`config.mk`:
```
export PLATFORM = sky130hd
export DESIGN_NAME = adc_responder
export DESIGN_NICKNAME = d
export VERILOG_FILES = /design/src/rtl/adc_responder.sv
export SDC_FILE = /design/constraint.sdc
export NUM_CORES = 1
export LEC_CHECK = 0
export CORE_MARGIN = 8
export CORE_UTILIZATION = 51
export DETAILED_ROUTE_END_ITERATION = 10
export PLACE_DENSITY = 0.81
export SLEW_MARGIN = 0
export SYNTH_ARGS = -nofsm -noshare
export SYNTH_HDL_FRONTEND = slang
export SYNTH_SLANG_ARGS = --single-unit
```
`constraint.sdc`:
```
create_clock -name clk -period 2.41 [get_ports clk]
set_clock_uncertainty 0.15 [all_clocks]
set_input_delay 0.3615 -clock clk [delete_from_list [all_inputs] [get_ports clk]]
set_output_delay 0.3615 -clock clk [all_outputs]
set_load 0.01 [all_outputs]
```
`src/rtl/adc_responder.sv`:
```
// Responder end of the 8-bit parallel ADC convert/busy/read handshake.
// Define ADC_RESP_DITHER_EN to add LFSR dither (saturating) to each result.
module adc_responder #(
    parameter int unsigned BUSY_DELAY   = 2,
    parameter int unsigned CONV_CYCLES  = 20,
    parameter int unsigned ACCESS_DELAY = 1,
    parameter logic [7:0]  IDLE_VALUE   = 8'h00
) (
    input  logic       clk,
    input  logic       reset_n,
    input  logic       conv_start,
    input  logic       rd_cs,
    input  logic [7:0] sample_in,
    input  logic       sample_valid,
    output logic       sample_ready,
    output logic       busy,
    output logic [7:0] adc_data,
    output logic       data_oe,
    output logic       overrun,
    output logic [7:0] conv_count
);

    typedef enum logic [2:0] {
        StIdle,
        StArm,
        StConvert,
        StDone,
        StRead
    } state_e;

    localparam int unsigned CntW = 16;

    state_e          state_q, state_d;
    logic [CntW-1:0] cnt_q, cnt_d;
    logic            conv_cur_q, conv_prev_q, rd_cur_q, rd_prev_q;
    logic            conv_rise, rd_fall, rd_rise, conv_done;
    logic            busy_q, busy_d, oe_q, oe_d, ovr_q, ovr_d;
    logic [7:0]      data_q, data_d, count_q, count_d;
    logic [7:0]      held_q, held_d, cap_q, cap_d, result_q, result_d;
    logic [7:0]      next_result;

    assign conv_rise = conv_cur_q & ~conv_prev_q;
    assign rd_fall   = ~rd_cur_q & rd_prev_q;
    assign rd_rise   = rd_cur_q & ~rd_prev_q;
    assign conv_done = (state_q == StConvert) && (cnt_q == CntW'(CONV_CYCLES - 1));

`ifdef ADC_RESP_DITHER_EN
    logic [7:0] lfsr_q, lfsr_d;
    logic [8:0] dither_sum;

    assign dither_sum  = {1'b0, cap_q} + {7'd0, lfsr_q[1:0]};
    assign next_result = dither_sum[8] ? 8'hFF : dither_sum[7:0];

    // x^8+x^6+x^5+x^4+1, stepped once per finished conversion
    always_comb begin
        lfsr_d = lfsr_q;
        if (conv_done) begin
            lfsr_d = {lfsr_q[6:0], lfsr_q[7] ^ lfsr_q[5] ^ lfsr_q[4] ^ lfsr_q[3]};
        end
    end

    always_ff @(posedge clk) begin
        if (!reset_n) begin
            lfsr_q <= 8'hA5;
        end else begin
            lfsr_q <= lfsr_d;
        end
    end
`else
    assign next_result = cap_q;
`endif

    always_comb begin
        state_d  = state_q;
        cnt_d    = cnt_q;
        busy_d   = busy_q;
        oe_d     = oe_q;
        data_d   = data_q;
        ovr_d    = ovr_q;
        count_d  = count_q;
        cap_d    = cap_q;
        result_d = result_q;
        held_d   = held_q;

        if (sample_valid && sample_ready) begin
            held_d = sample_in;
        end

        unique case (state_q)
            StIdle: begin
                if (rd_fall) begin
                    state_d = StRead;
                    cnt_d   = '0;
                end else if (conv_rise) begin
                    state_d = StArm;
                    cnt_d   = '0;
                end
            end
            StArm: begin
                if (conv_rise) ovr_d = 1'b1;
                if (cnt_q == CntW'(BUSY_DELAY - 1)) begin
                    // Capture the value held before this edge; a same-cycle write is too late.
                    state_d = StConvert;
                    cnt_d   = '0;
                    busy_d  = 1'b1;
                    cap_d   = held_q;
                end else begin
                    cnt_d = cnt_q + CntW'(1);
                end
            end
            StConvert: begin
                if (conv_rise) ovr_d = 1'b1;
                if (conv_done) begin
                    state_d  = StDone;
                    busy_d   = 1'b0;
                    result_d = next_result;
                    count_d  = count_q + 8'd1;
                end else begin
                    cnt_d = cnt_q + CntW'(1);
                end
            end
            StDone: begin
                if (rd_fall) begin
                    state_d = StRead;
                    cnt_d   = '0;
                    if (conv_rise) ovr_d = 1'b1;
                end else if (conv_rise) begin
                    state_d = StArm;
                    cnt_d   = '0;
                    ovr_d   = 1'b1;
                end
            end
            StRead: begin
                if (conv_rise) ovr_d = 1'b1;
                if (rd_rise) begin
                    state_d = StIdle;
                    oe_d    = 1'b0;
                    data_d  = IDLE_VALUE;
                end else if (!oe_q) begin
                    if (cnt_q == CntW'(ACCESS_DELAY - 1)) begin
                        oe_d   = 1'b1;
                        data_d = result_q;
                    end else begin
                        cnt_d = cnt_q + CntW'(1);
                    end
                end
            end
            default: state_d = StIdle;
        endcase
    end

    always_ff @(posedge clk) begin
        if (!reset_n) begin
            state_q     <= StIdle;
            cnt_q       <= '0;
            conv_cur_q  <= 1'b0;
            conv_prev_q <= 1'b0;
            rd_cur_q    <= 1'b1;
            rd_prev_q   <= 1'b1;
            busy_q      <= 1'b0;
            oe_q        <= 1'b0;
            data_q      <= IDLE_VALUE;
            ovr_q       <= 1'b0;
            count_q     <= 8'd0;
            held_q      <= 8'd0;
            cap_q       <= 8'd0;
            result_q    <= 8'd0;
        end else begin
            state_q     <= state_d;
            cnt_q       <= cnt_d;
            conv_cur_q  <= conv_start;
            conv_prev_q <= conv_cur_q;
            rd_cur_q    <= rd_cs;
            rd_prev_q   <= rd_cur_q;
            busy_q      <= busy_d;
            oe_q        <= oe_d;
            data_q      <= data_d;
            ovr_q       <= ovr_d;
            count_q     <= count_d;
            held_q      <= held_d;
            cap_q       <= cap_d;
            result_q    <= result_d;
        end
    end

    assign sample_ready = (state_q != StConvert);
    assign busy         = busy_q;
    assign adc_data     = data_q;
    assign data_oe      = oe_q;
    assign overrun      = ovr_q;
    assign conv_count   = count_q;

endmodule
```
Word-level counts from Yosys, hierarchy flattened
Cells that the tools add are included.
{ "word_totals": {"register_bits": 66, "in_bits": 13, "out_inout_bits": 20, "wordCells": 77} }
{ "classes": {"n_addsub": 2, "n_eq_ne": 16, "mux": 23, "bitwise_logic": 6, "n_reduce_logical": 16} }
{ "op_table": {"columns": ["op", "n"], "rows": [
  ["2-to-1 mux 16 bit", 7],
  ["case mux 16 bit (4 select lines)", 1],
  ["2-to-1 mux 8 bit", 3],
  ["adder 16 x 1 -> 16 bit, second input constant", 1],
  ["== test 16 x 1 -> 1 bit, second input constant", 1],
  ["== test 16 x 5 -> 1 bit, second input constant", 1],
  ["zero test 16 bit", 1],
  ["inequality test 2 bit, second input constant", 8],
  ["2-to-1 mux 3 bit", 5],
  ["case mux 3 bit (4 select lines)", 1],
  ["adder 8 x 1 -> 8 bit, second input constant", 1],
  ["== test 3 x 2 -> 1 bit, second input constant", 2],
  ["AND reduction 2 bit", 3],
  ["AND reduction 3 bit", 2],
  ["AND reduction 6 bit", 1],
  ["2-to-1 mux 1 bit", 5],
  ["AND reduction 4 bit", 1],
  ["nonzero test 2 bit", 2],
  ["nonzero test 4 bit", 1],
  ["OR reduction 4 bit", 1],
  ["bitwise AND 1 bit", 3],
  ["== test 3 x 1 -> 1 bit, second input constant", 1],
  ["== test 3 bit, second input constant", 1],
  ["zero test 3 bit", 1],
  ["6 further kinds", 9]
]} }

Longest topological paths before layout
Gate-level depths: netlist of run 1.
{ "depth": {"word_depth": 5, "depth_mapped": 8, "mapped_depth_nobuf": 7} }

Worst setup path before layout of run 1
OpenSTA, ideal clock, no wires.
{ "synth_timing": {"path_type": "register to register", "from": "reg cnt_q[0]", "to": "reg cnt_q[9]", "setup_time_ns": 0.122, "arrival_time_ns": 2.082, "required_time_ns": 2.138, "slack_ns": 0.056, "path_stages_with_launch": 8, "n_path_buf": 1, "period_less_slack_ns": 2.354, "path_cell_list": "dfxtp_1 ha_1 or4bb_1 nor4_2 a21oi_2 and3_1 buf_6 a221o_1"} }
{ "synth_between": {"elab_chain_cells": 5, "word_cells_on_any_way": 14, "cone_classes": "1 x add/sub; 4 x eq/ne; 6 x mux; 3 x reduce/logical"} }
{ "synth_lines": {"columns": ["element", "line", "source"], "rows": [
  ["start, declared", "34", "logic [CntW-1:0] cnt_q, cnt_d;"],
  ["start signal, assigned", "170", "cnt_q <= cnt_d;"],
  ["adder 16 x 1 -> 16 bit", "108, 119, 144", null],
  ["2-to-1 mux 16 bit", "140", "if (cnt_q == CntW'(ACCESS_DELAY - 1)) begin"],
  ["2-to-1 mux 16 bit", "139", "end else if (!oe_q) begin"],
  ["2-to-1 mux 16 bit", "135", "if (rd_rise) begin"],
  ["case mux 16 bit (4 select lines)", "89", "unique case (state_q)"]
]} }
Several ways; a longest one is shown, not always the timed one. The select of a mux whose other input is x is not followed.
A chain may end at the register's enable or synchronous reset.

Final worst setup path of run 1
{ "layout_timing": {"from": "reg cnt_q[12]", "to": "reg cap_q[2]"} }
{ "layout_between": {"elab_chain_cells": 2} }
{ "layout_lines": {"columns": ["element", "line", "source"], "rows": [
  ["== test 16 x 1 -> 1 bit", "101", "if (cnt_q == CntW'(BUSY_DELAY - 1)) begin"],
  ["AND reduction 2 bit (no line)", null, null],
  ["end signal, assigned", "181", "cap_q <= cap_d;"],
  ["end, declared", "39", "logic [7:0] held_q, held_d, cap_q, cap_d, result_q, result_d;"]
]} }
Every way passes these cells.

==> results of run 1 <==
cell type report:
cell class	count	area [um^2]
Sequential cell	66	1330
Multi-Input combinational cell	271	1690
Clock buffer	10	128
Inverter	10	37.5
Tap cell	75	93.8
Clock inverter	6	115
Fill cell	464	1970
Timing Repair Buffer	64	561
layout by cell type, fill, tap and decap left out, types with 4 or more instances in the layout:
cell / n
nand3_1: 13
inv_1: 10
nor2b_1: 5
nand2_1: 43
clkbuf_8: 9
ha_1: 4
dfxtp_1: 62
nor3_1: 8
a221o_1: 7
o31ai_1: 4
mux2i_1: 16
o21ai_0: 15
a211oi_1: 6
dfxtp_2: 4
nand4_1: 10
and3_1: 9
a21oi_1: 27
nand2b_1: 6
buf_4: 32
clkdlybuf4s50_1: 32
or3_1: 6
nor2_1: 38
cell families after synthesis:
group / after synthesis / share of synthesized area, %
buffers and inverters: 27 / 3.66
DFF: 66 / 42.5
xor gates and xnor gates: 4 / 1.13
muxes: 17 / 5.52
adders and majority gates: 4 / 1.61
AOI/OAI and AO/OA: 84 / 18.0
and+or+nand+nor: 162 / 27.6
metal layers:
metal | vias to the layer above | GRT usage (%)
li1 | 1451 | -
met1 | 1380 | 24.2
met2 | 102 | 29.1
met3 | 14 | 3.52
met4 | 0 | 8.72
met5 | - | 0
worst reg2reg max path: cells and delay by family, from the launching register on:
family / cells / cell delay (ps)
buffers and inverters: 1 / 250
flip-flops: 1 / 320
multiplexers: 1 / 220
AND/OR/NAND/NOR: 4 / 1270
synth_stat cells (2+ instances only):
library cell	instances	share of area, %
o31ai_1	4	0.97
nand3_1	13	2.1
a21oi_2	2	0.56
nor4_1	2	0.40
dfxtp_1	66	43
or3_1	6	1.2
a211oi_1	6	1.4
and2_1	3	0.60
nand2b_1	6	1.2
nor3_1	9	1.4
or4_4	2	0.72
a21oi_1	27	4.3
nor2_1	38	4.6
nor2b_1	5	1.0
a2111oi_0	3	0.85
nor4_2	2	0.81
and3_1	10	2.0
o21ai_0	15	2.4
xnor2_1	2	0.56
xor2_1	2	0.56
clkbuf_1	13	1.6
ha_1	4	1.6
inv_1	10	1.2
or4b_1	2	0.64
a21o_1	2	0.48
nand2_1	43	5.2
and4_1	3	0.85
nand4_1	10	2.0
o211ai_1	3	0.72
mux2i_1	16	5.2
a221o_1	7	2.3
o22ai_1	3	0.60
report_power, final:
part,internal (mW),leakage (nW),switching [mW]
sequential,1.11,0.536,0.0170
clock,0.691,0.117,0.430
combinational,0.110,0.830,0.135
per-stage QoR:
step                      util (%)  total power, mW  hold WS [ps]
after floorplan                  -             1.30           271
after global placement        62.3             1.39           288
after detailed placement      62.3             1.39           293
after CTS                     66.4             2.51           307
after global routing          66.8             2.58           324
final                         66.8             2.49           303
state kept, by name (all words and copies together) (netlist names):
register	flops
rd_cur_q	1
conv_cur_q	1
conv_prev_q	1
state_q	3
overrun	1
cap_q	8
cnt_q	16
adc_data	8
result_q	8
data_oe	1
busy	1
held_q	8
rd_prev_q	1
conv_count	8
worst max-delay path by stage:
stage | endpoint | slack (ps) | start | depth (start not counted)
floorplan | cnt_q[9]$_SDFFE_PN0P_ | 60 | cnt_q[0]$_SDFFE_PN0P_ | 7
global placement | cnt_q[12]$_SDFFE_PN0P_ | 90 | cnt_q[0]$_SDFFE_PN0P_ | 6
detailed placement | cnt_q[8]$_SDFFE_PN0P_ | 40 | cnt_q[0]$_SDFFE_PN0P_ | 6
CTS | cnt_q[5]$_SDFFE_PN0P_ | 20 | cnt_q[0]$_SDFFE_PN0P_ | 6
global route | cnt_q[14]$_SDFFE_PN0P_ | 20 | cnt_q[12]$_SDFFE_PN0P_ | 5
finish | cap_q[2]$_SDFFE_PN0P_ | 90 | cnt_q[12]$_SDFFE_PN0P_ | 6
==> out/results.txt, run 1 <==
Met2 WL: 3670 um
Unrepaired setup endpoints after global routing: false
First-pass GRT wire length: 13,200 um
Routed Antenna Nets: 0
Worst VDD drop: 0.451 mV
Dpl ws: 38.8 ps
CTS Buf Count: 9
Initial core utilization: 52.5%
H-tree levels: 3
Post-route met1 wirelength: 3640 um
# IOs: 33
Ys flop type: dfxtp_1
P_leak: 1.48 nW
Clk_lat worst skew: 340 ps
1st-iter DRT viols: 314
Max cap viols: 0
Root Buffer: clkbuf_8
Critical path's top delay family: simple AND/OR/NAND/NOR gates
Cell variety after synth: 57
Mapped Area: 0.00311 mm^2
Post-layout min period: 2320 ps
Final period utilization: 96.4%
Area grow syn2layout: 27.2%
Setup CP Type: reg -> reg
Cts hold-fix bufs: 0
Post-Route WL: 7900 um
Clock sinks: 66
Die height: 94.1 um
Core Box Area: 0.00592 mm^2
DR vias/cell: 5.87
Met3 WL: 473 um
Status: finished clean
CP endpoint kind: flop
CP arrival: 2390 ps
Pre-antenna DRT Iters: 5
Hold Crit Depth: 1
R2r worst-path depth: 6
Fraction of layout cells with a size suffix above 1: 15.7%
Global placement routability congestion: 0.921
Post-synth EDFFs: 0
DRC: 0
Synth Warn #: 0
Syn_nets: 381
CP max-delay cell: or4_4
Min-Delay Endpoint: conv_prev_q$_SDFF_PN0_
Syn Area/Cell: 8.54 um^2
Via count: 2,947
I/O Buffers: 32
Crit start category: flop
Inserted Diodes: 0
Slowest stage delay, CP: 590 ps
All-Layer GR Usage: 18.7%
Num rows: 28
DIE AREA: 0.00885 mm^2
Width of the die: 94.1 um
CTS tree: yes
PD cells: 631 mW/mm^2
# placed instances: 486
Synth Register Bits: 66
Max frequency: 430 MHz
Worst path bufs/invs: 1
Worst reg2reg setup slack: 90 ps
Post-synth ARST share: 0%
Total grt overflow: 0
Crit path cell chain: or4_4 > nor4_4 > nor3b_1 > buf_4 > mux2i_1 > nor2_1
Placed Area: 0.00369 mm^2
Critical R2R Launch: cnt_q[12]$_SDFFE_PN0P_
TNS Setup: 0 ps
Critical path required time: 2480 ps
Initial antenna violation count: 0
WL per Instance: 15.7 um
Min-Delay Path Class: reg -> reg
Sequential-to-total area share from yosys stat: 42.5%
Worst Setup Slack, final: 85.9 ps
Worst min-delay path startpoint: conv_cur_q$_SDFF_PN0_
Final Hold Viols: 0
Worst Path Max Fanout: 9
Slew headroom: 69.3%
Post-DP HPWL: 5700 um
Reg2Reg Capture Point: cap_q[2]$_SDFFE_PN0P_
Cts repair resizes: 0
Final instance area: 0.00395 mm^2
Pins Over Slew Limit: 0
CTS Buffer Depth: 2
Largest net degree at the start of global routing: 32
Worst slew pin tran: 459 ps
Top sig layer: met4
Vias in the first global route: 2,768
Post-CTS Setup Bufs: 0
Setup violations, final: 0
Fin cells: 502
Post-Syn Instances: 364
CTS clk-pin slew, worst paths: 70 ps
NumNets Final: 439
Note: power is estimated with default switching activity, not from simulation.
==> inputs of run 2 (changes only) <==
--- a/config.mk
+++ b/config.mk
@@ -6,9 +6,9 @@
 export NUM_CORES = 1
 export LEC_CHECK = 0
 export CORE_MARGIN = 8
-export CORE_UTILIZATION = 51
+export CORE_UTILIZATION = 55
 export DETAILED_ROUTE_END_ITERATION = 10
-export PLACE_DENSITY = 0.81
+export PLACE_DENSITY = 0.83
 export SLEW_MARGIN = 0
 export SYNTH_ARGS = -nofsm -noshare
 export SYNTH_HDL_FRONTEND = slang
==> constraint.sdc (replaced) <==
create_clock -name clk -period 2.37 [get_ports clk]
set_clock_uncertainty 0.15 [all_clocks]
set_input_delay 0.3555 -clock clk [delete_from_list [all_inputs] [get_ports clk]]
set_output_delay 0.3555 -clock clk [all_outputs]
set_load 0.01 [all_outputs]
==> run 2 against run 1 <==
Against the previous run: register-to-register slack got worse by 50 ps; sequential share of layout area decreased by 0.91 points; non-clock buffer count rose by 13; critical endpoint is now cnt_q[14]$_SDFFE_PN0P_.
==> out/results.txt, run 2 (synthesis results as in run 1) <==
Root Buffer: clkbuf_8
Vias in the first global route: 2,881 (+4.1%)
CP endpoint kind: flop
Area grow syn2layout: 30.6%
Global Route met3 Usage: 5.76% (+2.2 points)
Final core occ: 74.2% (+7.4 points)
Pins Over Slew Limit: 0 (unchanged)
Global placement routability congestion: 0.914 (-0.73%)
Status: finished clean
DRC: 0 (unchanged)
Crit start category: flop
Max reg flops: 16 (unchanged)
Initial core utilization: 56.8% (+4.3 points)
Via count: 3,044 (+3.3%)
Core Box Area: 0.00547 mm^2 (-7.6%)
Commonest non-fill, non-tap cell in the layout: dfxtp_1
PD cells: 608 mW/mm^2 (-3.7%)
Initial antenna violation count: 0 (unchanged)
CP most frequent cell: buf_4
CTS clk-pin slew, worst paths: 70 ps (about the same)
Worst Path Max Fanout: 5 (-4)
Routed Antenna Nets: 0 (unchanged)
Unrepaired setup endpoints after global routing: true
Post-Route WL: 8270 um (+4.6%)
Fraction of layout cells with a size suffix above 1: 19.5% (+3.9 points)
DR vias/cell: 5.95 (+1.3%)
Clk_lat worst skew: 350 ps (about the same)
H-tree levels: 3 (unchanged)
CTS Buffer Depth: 2 (unchanged)
Max cap viols: 0 (unchanged)
Setup violations, final: 0 (unchanged)
Grt met2 use: 30.4% (+1.3 points)
Inserted Diodes: 0 (unchanged)
Critical path required time: 2450 ps (-30 ps)
Worst path bufs/invs: 2 (+1)
Pre-antenna DRT Iters: 5 (unchanged)
CTS Buf Count: 9 (unchanged)
Cts hold-fix bufs: 0 (unchanged)
Met1 GRT Util: 24.5% (+0.31 points)
First-pass GRT wire length: 13,500 um (+2.0%)
Max frequency: 429 MHz (-0.24%)
Num rows: 27 (-3.6%)
Worst VDD drop: 0.421 mV (-6.7%)
Crit path cell chain: or4_4 > nor4_4 > buf_4 > a211oi_2 > buf_4 > and3_1 > a221o_1
Worst slew pin tran: 613 ps (+154 ps)
P_leak: 1.55 nW (+4.8%)
Leading cell types in the layout, fill and taps excluded: 63 x dfxtp_1, 44 x buf_4, 43 x nand2_1, 38 x nor2_1, 32 x clkdlybuf4s50_1
Die height: 91.2 um (-3.1%)
I/O Buffers: 32 (unchanged)
Post-DP HPWL: 5620 um (-1.4%)
Hold WS: 306 ps (+2.34 ps)
CP arrival: 2410 ps (+20 ps)
WL per Instance: 16.1 um (+2.6%)
Slowest stage delay, CP: 570 ps (-20 ps)
DIE AREA: 0.00831 mm^2 (-6.1%)
CTS tree: yes
All-Layer GR Usage: 19.6% (+0.95 points)
Critical path's top delay family: simple AND/OR/NAND/NOR gates
Width of the die: 91.2 um (-3.1%)
TNS Setup: 0 ps (unchanged)
Total grt overflow: 0 (unchanged)
Final Hold Viols: 0 (unchanged)
Min-Delay Path Class: reg -> reg
Post-layout min period: 2330 ps (+5.51 ps)
Slew headroom: 59.2% (-10 points)
Final period utilization: 98.3% (+1.9 points)
1st-iter DRT viols: 308 (-1.9%)
Setup CP Type: reg -> reg
Largest net degree at the start of global routing: 44 (+38%)
Clock sinks: 66 (unchanged)
NumNets Final: 452 (+3.0%)
CP max-delay cell: or4_4
Largest register by flop count: cnt_q
Most Crowded Layer GR: met2
# IOs: 33 (unchanged)
run 2: layout make-up:
cell class / instances / area, um^2
Clock buffer: 10 / 128
Inverter: 10 / 37.5
Multi-Input combinational cell: 271 / 1730
Sequential cell: 66 / 1330
Fill cell: 401 / 1410
Timing Repair Buffer: 77 / 656
Clock inverter: 6 / 91.3
Tap cell: 72 / 90.1
run 2: per-layer routing:
layer	vias to the layer above	part of all wire [%]	wire length (um)
met5	-	0	0
met4	0	1.3	110
met3	12	7.1	586
met2	125	47	3890
met1	1435	44	3680
li1	1472	-	-
run 2: worst paths after layout:
path / cells past startpoint / startpoint / to / slack (ps)
setup / recovery: 7 / cnt_q[13]$_SDFFE_PN0P_ / cnt_q[14]$_SDFFE_PN0P_ / 40
setup reg to reg: 7 / cnt_q[13]$_SDFFE_PN0P_ / cnt_q[14]$_SDFFE_PN0P_ / 40
hold / removal: 1 / conv_cur_q$_SDFF_PN0_ / conv_prev_q$_SDFF_PN0_ / 310
hold reg to reg: 1 / conv_cur_q$_SDFF_PN0_ / conv_prev_q$_SDFF_PN0_ / 310
run 2: worst reg2reg max path: cells and delay by family, from the launching register on:
kind | cells | cell delay [ps]
AO/OA/AOI/OAI | 2 | 340
flip-flops | 1 | 310
buffers and inverters | 2 | 350
AND/OR/NAND/NOR | 3 | 1060
run 2: power breakdown:
| part | total, mW | switching (mW) | leakage, nW | internal (mW) |
|---|---|---|---|---|
| clock | 1.04 | 0.442 | 0.110 | 0.596 |
| sequential | 1.15 | 0.0202 | 0.536 | 1.13 |
| combinational | 0.280 | 0.149 | 0.908 | 0.131 |
run 2: per-stage QoR:
step                      cell area (um^2)  total power, mW  setup WS, ps  instances
after detailed placement              3730             1.43         -32.3        490
after global routing                  4060             2.56         -57.2        512
after CTS                             3970             2.45          5.28        507
after global placement                3730             1.42          56.9        490
final                                 4060             2.47          40.4        512
after floorplan                       3110             1.32          15.9        364
run 2: what timing repair did:
item | CTS | global route
pin swaps | 1 | 1
endpoints found under the hold margin | 0 | 0
cloned | 0 | 2
resized for setup | 2 | 17
buffers inserted | 1 | 3
setup endpoints to repair | 8 | 44
==> inputs of run 3 (changes only) <==
--- a/config.mk
+++ b/config.mk
@@ -5,10 +5,10 @@
 export SDC_FILE = /design/constraint.sdc
 export NUM_CORES = 1
 export LEC_CHECK = 0
-export CORE_MARGIN = 8
-export CORE_UTILIZATION = 55
+export CORE_UTILIZATION = 35
 export DETAILED_ROUTE_END_ITERATION = 10
-export PLACE_DENSITY = 0.83
+export PLACE_DENSITY = 0.59
+export REMOVE_ABC_BUFFERS = 1
 export SLEW_MARGIN = 0
 export SYNTH_ARGS = -nofsm -noshare
 export SYNTH_HDL_FRONTEND = slang
==> run 3 against run 2 <==
Against the previous run: clock power rose by 4%; cell count rose by 7.6%; combinational power fell by 6%; worst hold slack got worse by 7.3 ps; cell area rose by 1.9%; global-route usage fell by 1.1 points; critical endpoint is now cap_q[2]$_SDFFE_PN0P_; wire length fell by 3.8%; worst setup slack got worse by 22 ps; largest power group unchanged.
==> out/results.txt, run 3 (synthesis results as in run 1) <==
Status: finished clean
Post-layout min period: 2350 ps (+22.3 ps)
All-Layer GR Usage: 18.5% (-1.1 points)
Clock sinks: 66 (unchanged)
WL per Instance: 14.4 um (-11%)
Max frequency: 425 MHz (-0.95%)
Largest net degree at the start of global routing: 44 (unchanged)
Worst Path Max Fanout: 5 (unchanged)
Pins Over Slew Limit: 0 (unchanged)
CP endpoint kind: flop
R2r worst-path depth: 7 (unchanged)
Max cap viols: 0 (unchanged)
Worst VDD drop: 0.449 mV (+6.7%)
CTS clk-pin slew, worst paths: 80 ps (about the same)
Global placement routability congestion: 0.916 (+0.22%)
Critical path required time: 2450 ps (about the same)
Routed Antenna Nets: 0 (unchanged)
Fraction of layout cells with a size suffix above 1: 19.9% (+0.32 points)
Leading cell types in the layout, fill and taps excluded: 63 x dfxtp_1, 47 x buf_4, 42 x nand2_1, 38 x nor2_1, 32 x clkdlybuf4s50_1
Num rows: 34 (+26%)
Multi-input logic area: 0.00173 mm^2 (-0.36%)
CP startpoint: cnt_q[13]$_SDFFE_PN0P_
CTS tree: yes
Worst slew pin tran: 469 ps (-144 ps)
P_leak: 1.57 nW (+0.72%)
Reg area: 0.00133 mm^2 (+0.19%)
Fin cells: 551 (+7.6%)
Root Buffer: clkbuf_8
TNS Setup: 0 ps (unchanged)
Setup violations, final: 0 (unchanged)
Slew headroom: 68.5% (+9.3 points)
Area grow syn2layout: 33.1%
Min-Delay Path Class: reg -> reg
Core Box Area: 0.00868 mm^2 (+59%)
Worst reg2reg setup slack: 20 ps (-20 ps)
Dpl ws: -74.5 ps (-42.2 ps)
# placed instances: 531 (+8.4%)
Initial core utilization: 35.8% (-21 points)
Post-DP HPWL: 5430 um (-3.4%)
Final period utilization: 99.2% (+0.94 points)
Total grt overflow: 0 (unchanged)
Critical R2R Launch: cnt_q[13]$_SDFFE_PN0P_
Crit start category: flop
Hold WS: 298 ps (-7.35 ps)
DR vias/cell: 5.29 (-11%)
H-tree levels: 3 (unchanged)
NumNets Final: 455 (+0.66%)
CTS Buf Count: 9 (unchanged)
DRC: 0 (unchanged)
I/O Buffers: 32 (unchanged)
CP Capture Point: cap_q[2]$_SDFFE_PN0P_
Die height: 96.2 um (+5.6%)
DIE AREA: 0.00926 mm^2 (+11%)
Final Hold Viols: 0 (unchanged)
Largest register by flop count: cnt_q
Hold Crit Depth: 1 (unchanged)
1st-iter DRT viols: 147 (-52%)
Unrepaired setup endpoints after global routing: true
Cts hold-fix bufs: 0 (unchanged)
Total power: 2.49 mW (+1.2%)
Inserted Diodes: 0 (unchanged)
Fillcell total: 873 (+120%)
PD cells: 603 mW/mm^2 (-0.69%)
Clk_lat worst skew: 350 ps (about the same)
Worst Setup Slack, final: 18.0 ps (-22.3 ps)
Via count: 2,913 (-4.3%)
CTS Buffer Depth: 2 (unchanged)
Post-Route WL: 7960 um (-3.8%)
Pre-antenna DRT Iters: 5 (unchanged)
Width of the die: 96.2 um (+5.6%)
Commonest non-fill, non-tap cell in the layout: dfxtp_1
# IOs: 33 (unchanged)
First-pass GRT wire length: 12,900 um (-4.8%)
Setup CP Type: reg -> reg
Vias in the first global route: 2,643 (-8.3%)
Initial antenna violation count: 0 (unchanged)
Max reg flops: 16 (unchanged)
CP arrival: 2440 ps (+30 ps)
Reg2Reg Capture Point: cap_q[2]$_SDFFE_PN0P_
run 3: area by class of cell:
type	instances	share of cell area, %
clock inverter	7	2.45
inverter	10	0.908
clock buffer	9	3.00
tap	108	3.27
multi-input combinational	271	41.7
sequential	66	32.1
timing repair buffer	80	16.6
run 3: power by group:
| group | switching (mW) | total, mW | internal [mW] |
|---|---|---|---|
| Combinational | 0.141 | 0.264 | 0.123 |
| Sequential | 0.0223 | 1.15 | 1.13 |
| Clock | 0.480 | 1.08 | 0.601 |
| Total | 0.643 | 2.49 | 1.85 |
run 3: per-layer routing:
layer,GRT usage (%),vias to the layer above,wire length (um)
met1,24.0,1356,3770
met3,4.82,10,354
met5,0,-,0
met4,6.72,0,100
li1,-,1477,-
met2,29.5,70,3730
run 3: timing repair:
action	4_1_cts	5_1_grt
resized for setup	15	4
pin swaps	1	2
buffers inserted	2	1
setup endpoints to repair	18	25
gates cloned	1	0
run 3: worst min path at each step:
| stage | from | to | slack [ps] |
|---|---|---|---|
| finish | conv_cur_q$_SDFF_PN0_ | conv_prev_q$_SDFF_PN0_ | 300 |
| global route | conv_cur_q$_SDFF_PN0_ | conv_prev_q$_SDFF_PN0_ | 310 |
| CTS | cap_q[5]$_SDFFE_PN0P_ | result_q[5]$_SDFFE_PN0P_ | 300 |
| detailed placement | conv_cur_q$_SDFF_PN0_ | conv_prev_q$_SDFF_PN0_ | 280 |
| global placement | conv_cur_q$_SDFF_PN0_ | conv_prev_q$_SDFF_PN0_ | 280 |
| floorplan | conv_cur_q$_SDFF_PN0_ | conv_prev_q$_SDFF_PN0_ | 270 |
run 3: through the flow:
stage / instance area, um^2 / util (%)
after floorplan: 3030 / -
after global placement: 3820 / 44.0
after detailed placement: 3820 / 44.0
after CTS: 4110 / 47.4
after global routing: 4140 / 47.6
final: 4140 / 47.6
run 3: critical path, cell delays in order, from the launching register on:
cell and delay (ps):
dfxtp_1 310, or4_4 560, nor4_4 370, buf_4 180
nor3b_4 230, buf_6 180, mux2i_1 200, nor2_1 50
